--- src/rtl/quad_sum_scaler_pkg.sv ---
// Shared constants for the quad_sum_scaler position-bus block.
//   DATA_W  : position-bus word width (two's complement).
//   ACC_W   : internal accumulator width. It is wide enough that four
//             negated/non-negated 32-bit terms can never overflow.
//   scale_e : encoding of the SCALE control (power-of-two divide).
package quad_sum_scaler_pkg;

  localparam int unsigned DATA_W = 32;
  localparam int unsigned ACC_W  = 35;

  typedef enum logic [1:0] {
    SCALE_DIV1 = 2'd0,
    SCALE_DIV2 = 2'd1,
    SCALE_DIV4 = 2'd2,
    SCALE_DIV8 = 2'd3
  } scale_e;

endpackage

--- src/rtl/sign_extend_negate.sv ---
// Stage-1 operand conditioning for quad_sum_scaler.
// Sign-extends a 32-bit two's complement operand to the accumulator width
// and optionally negates it, then registers the result.
// Ports:
//   clk_i     : system clock, rising edge
//   reset_n_i : synchronous active-low reset, clears the register
//   data_i    : 32-bit signed operand
//   invert_i  : 1 = register the negated operand
//   term_o    : 35-bit registered signed term
module sign_extend_negate
  import quad_sum_scaler_pkg::*;
(
  input  logic              clk_i,
  input  logic              reset_n_i,
  input  logic [DATA_W-1:0] data_i,
  input  logic              invert_i,
  output logic [ACC_W-1:0]  term_o
);

  logic [ACC_W-1:0] ext;

  // Extension happens before negation so that -(0x80000000) is +2^31.
  always_comb begin
    ext = {{(ACC_W-DATA_W){data_i[DATA_W-1]}}, data_i};
  end

  always_ff @(posedge clk_i) begin
    if (!reset_n_i) begin
      term_o <= '0;
    end else begin
      term_o <= invert_i ? -ext : ext;
    end
  end

endmodule

--- src/rtl/quad_sum_scaler.sv ---
// Four-input signed adder with per-input optional negation and a
// selectable power-of-two divide on the result. Two-stage pipeline:
// stage 1 conditions the operands and captures SCALE, stage 2 sums,
// shifts (floor) and truncates to 32 bits. Latency 2, throughput 1.
// Ports:
//   clk_i       : system clock, rising edge
//   reset_n_i   : synchronous active-low reset, clears every stage
//   inpa_i..d_i : 32-bit two's complement operands
//   INP*_INVERT : 1 = use the negated operand
//   SCALE       : result right-shift amount (0..3 => /1,/2,/4,/8)
//   out_o       : scaled sum, wraps modulo 2^32
module quad_sum_scaler
  import quad_sum_scaler_pkg::*;
(
  input  logic              clk_i,
  input  logic              reset_n_i,
  input  logic [DATA_W-1:0] inpa_i,
  input  logic [DATA_W-1:0] inpb_i,
  input  logic [DATA_W-1:0] inpc_i,
  input  logic [DATA_W-1:0] inpd_i,
  input  logic              INPA_INVERT,
  input  logic              INPB_INVERT,
  input  logic              INPC_INVERT,
  input  logic              INPD_INVERT,
  input  logic [1:0]        SCALE,
  output logic [DATA_W-1:0] out_o
);

  logic [ACC_W-1:0]        term_a;
  logic [ACC_W-1:0]        term_b;
  logic [ACC_W-1:0]        term_c;
  logic [ACC_W-1:0]        term_d;
  scale_e                  scale_q;
  logic signed [ACC_W-1:0] sum;

  // Stage 1: operand conditioning
  sign_extend_negate u_sen_a (
    .clk_i     (clk_i),
    .reset_n_i (reset_n_i),
    .data_i    (inpa_i),
    .invert_i  (INPA_INVERT),
    .term_o    (term_a)
  );

  sign_extend_negate u_sen_b (
    .clk_i     (clk_i),
    .reset_n_i (reset_n_i),
    .data_i    (inpb_i),
    .invert_i  (INPB_INVERT),
    .term_o    (term_b)
  );

  sign_extend_negate u_sen_c (
    .clk_i     (clk_i),
    .reset_n_i (reset_n_i),
    .data_i    (inpc_i),
    .invert_i  (INPC_INVERT),
    .term_o    (term_c)
  );

  sign_extend_negate u_sen_d (
    .clk_i     (clk_i),
    .reset_n_i (reset_n_i),
    .data_i    (inpd_i),
    .invert_i  (INPD_INVERT),
    .term_o    (term_d)
  );

  // SCALE travels with its operands so a control change never mixes stages.
  always_ff @(posedge clk_i) begin
    if (!reset_n_i) begin
      scale_q <= SCALE_DIV1;
    end else begin
      scale_q <= scale_e'(SCALE);
    end
  end

  // Stage 2: sum, arithmetic shift (floor), truncate
  always_comb begin
    sum = $signed(term_a) + $signed(term_b) + $signed(term_c) + $signed(term_d);
  end

  always_ff @(posedge clk_i) begin
    if (!reset_n_i) begin
      out_o <= '0;
    end else begin
      out_o <= DATA_W'(sum >>> scale_q);
    end
  end

endmodule

--- config.mk ---
export PLATFORM = sky130hd
export DESIGN_NAME = quad_sum_scaler
export DESIGN_NICKNAME = d
export VERILOG_FILES = /design/src/rtl/quad_sum_scaler_pkg.sv /design/src/rtl/sign_extend_negate.sv /design/src/rtl/quad_sum_scaler.sv
export SDC_FILE = /design/constraint.sdc
export NUM_CORES = 1
export LEC_CHECK = 0
export CORE_MARGIN = 2
export CORE_UTILIZATION = 54
export CTS_CLUSTER_SIZE = 25
export DETAILED_ROUTE_END_ITERATION = 6
export PLACE_DENSITY = 0.87
export SYNTH_ARGS = -nofsm -noshare
export SYNTH_HDL_FRONTEND = slang
export SYNTH_SLANG_ARGS = --single-unit
--- constraint.sdc ---
create_clock -name clk_i -period 7.1 [get_ports clk_i]
set_clock_uncertainty 0.1 [all_clocks]
set_input_delay 0.71 -clock clk_i [delete_from_list [all_inputs] [get_ports clk_i]]
set_output_delay 0.71 -clock clk_i [all_outputs]
set_load 0.03 [all_outputs]
==> metrics.md <==
| Metric | Value |
|---|---|
| Final setup vio count | `0` |
| Most common cell after layout, fill and taps aside | `dfxtp_1` |
| First drt pass iteration count | `5` |
| Critical path peak fanout | `4` |
| Cts hold-fix bufs | `0` |
| Syn. warnings | `0` |
| Post-route ant nets | `0` |
| CP endpoint kind | `register` |
| Yosys reg bits | `between 150 and 200` |
| IO Port Bufs | `roughly 170` |
| Syn_area_per_cell | `just under 9 sq um` |
| WL/cell | `roughly 16 microns` |
| CTS clock-pin slew for the worst setup and hold paths | `~0.07 ns` |
| Clk_lat worst skew | `between 0.4 and 0.5 ns` |
| Initial antenna violation count | `0` |
| Synthesized area | `0.0113 sq mm` |
| Worst Path Required | `between 7 and 8 ns` |
| Async set-reset flop share out of synthesis | `0%` |
| Layout cells sized above 1 | `under 10%` |
| Die area | `0.0221 sq mm` |
| Clk sink count | `roughly 170` |
| DP HPWL | `21.5 mm` |
| # fillers | `~1600` |
| Most used DFF post-synth | `dfxtp_1` |
| Core ar. | `0.0204 sq mm` |
| GRT Residual Overflow | `0` |
| Detailed-route via count | `about 9500` |
| Pin count of the biggest net entering global routing | `roughly 90` |
| CTS tree | `yes` |
| Hold crit path type | `reg -> reg` |
| CTS buffer count | `17` |
| Utilization after layout | `about two thirds` |
| Final Hold Fails | `0` |
| Worst Tran Pin Value | `1.10 ns` |
| Layout area overhead | `21.2%` |
| GRT Resource Usage Total | `25.7%` |
| Die width | `149 microns` |
| VDD IR max | `0.176 mV` |
| Post-synth EDFFs | `0` |
| Worst Path Class, Setup | `reg -> reg` |
| Max Cap Violations | `0` |
| Seq/Total Area, Yosys | `between 30% and 40%` |
| H-tree levels | `4` |
| Status | `completed` |
| PostCTS Resize Cnt | `0` |
| Cells after synthesis | `approximately 1300` |
| DR vias/cell | `between 5 and 6` |
| Max Clk Rate | `between 200 and 250 MHz` |
| Slew headroom | `a little over a quarter` |
| Placed cells | `1661` |
| Post-synth net total | `around 1500` |
| GPL Wtd Cong | `between 0.8 and 0.9` |
| Period utilisation layout | `between 60% and 70%` |
| DRC | `0` |
| First-pass GRT wire length | `approximately 45 mm` |
| Vias in the first global route | `just over 9000` |
| ANT cells | `0` |
| Root Driver | `clkbuf_16` |
| Final slew viol count | `0` |
| LEAKAGE | `slightly below 6 nW` |
| Most frequent cells in the layout | `174 x dfxtp_1, 167 x clkdlybuf4s50_1, 156 x nor2_1` |
| Initial DRC count | `approximately 900` |
| Cell Pwr Density | `slightly below 300 mW/mm^2` |
| Fin nets | `1652` |
| Startpoint Class | `register` |
| Non-filler instance count after layout | `~1700` |
| Die height | `about 150 microns` |
| RSZ-0062 raised after global routing | `false` |
| Final worst path period need | `between 4 and 5 ns` |
| Synth unique cells | `62` |
| Initial Util | `between 50% and 60%` |
| Cell Rows | `between 50 and 60` |
| TNS Setup | `0 ns` |
| Worst path arrival time | `4.79 ns` |
| I/O pins | `roughly 170` |
| Final WL | `roughly 28 mm` |
| Post-CTS Setup Bufs | `0` |
| Clk buf depth | `2` |
## Yosys cell counts, types with 12 or more instances
library cell | number | area share [%]
inv_1 | 109 | 3.6
a21oi_1 | 44 | 1.9
a211oi_1 | 19 | 1.3
nand2_1 | 73 | 2.4
or4_1 | 20 | 1.3
clkbuf_1 | 57 | 1.9
nand3_1 | 12 | 0.53
o21a_1 | 15 | 1.0
o41ai_1 | 17 | 1.3
ha_1 | 38 | 4.2
and2_1 | 15 | 0.83
fa_1 | 68 | 12
xor2_1 | 120 | 9.3
or3_1 | 22 | 1.2
mux2i_1 | 19 | 1.7
xnor2_1 | 34 | 2.6
o31ai_1 | 33 | 2.2
dfxtp_1 | 174 | 31
nor2_1 | 156 | 5.2
o21ai_0 | 65 | 2.9
a21o_1 | 18 | 1.2
## final cells by class
cell class | count | area (sq um) | area share (%)
Multi-Input combinational cell | 933 | 7170 | 52.3
Clock inverter | 15 | 150 | 1.10
Tap cell | 270 | 338 | 2.47
Timing Repair Buffer | 172 | 1710 | 12.5
Clock buffer | 17 | 425 | 3.11
Inverter | 112 | 423 | 3.09
Sequential cell | 174 | 3480 | 25.4
## sequential cells by signal, summed over array words and instances (netlist names)
name and flops:
out_o 32, scale_q 2, u_sen_a.term_o 35, u_sen_b.term_o 35, u_sen_c.term_o 35, u_sen_d.term_o 35
## critical path: stages, from the launching register on
cell and delay, ns:
dfxtp_1 0.32, inv_1 0.06, fa_1 0.52, inv_1 0.05
fa_1 0.56, ha_1 0.22, fa_1 0.26, a211oi_1 0.11
o211a_1 0.27, or4_1 0.60, a311oi_1 0.42, a211oi_1 0.15
xnor2_1 0.20, mux4_2 0.47, and2_1 0.16
## metrics by stage
step	power, mW	area (sq um)	worst slack (ns)	hold WS, ns
floorplan	2.49	11300	2.98	0.564
global placement	2.98	13100	2.68	0.605
detailed placement	3.03	13100	2.62	0.605
CTS	3.94	13700	2.55	0.625
global route	4.21	13700	2.36	0.669
finish	3.95	13700	2.54	0.628
## power breakdown
group	internal (mW)	switching [mW]
logic	0.809	1.08
clock network	0.466	0.435
registers	1.11	0.0483
## final timing paths
| path | from | end | cells past startpoint | slack, ns |
|---|---|---|---|---|
| max | u_sen_a.term_o[1] | out_o[26] | 14 | 2.54 |
| min | scale_q[1] | out_o[6] | 2 | 0.63 |
| max reg2reg | u_sen_a.term_o[1] | out_o[26] | 14 | 2.54 |
| min reg2reg | scale_q[1] | out_o[6] | 2 | 0.63 |
## layer usage
metal,GRT usage (%),part of all wire [%]
met5,0,0
met4,7.05,1.5
met3,4.02,7.2
met2,41.4,46
met1,36.1,45
## cell families (layout without fill, tap and decap cells)
logic type | Yosys count | in the layout | share of synthesized area (%)
flip-flops | 174 | 174 | 30.8
AND/OR/NAND/NOR | 372 | 372 | 15.9
buffers and inverters | 174 | 316 | 5.78
multiplexers | 29 | 29 | 2.98
adder cells (fa/ha/maj) | 106 | 106 | 16.3
AO/OA/AOI/OAI | 272 | 272 | 16.4
XOR/XNOR | 154 | 154 | 11.9
(Power assumes the default switching activity.)
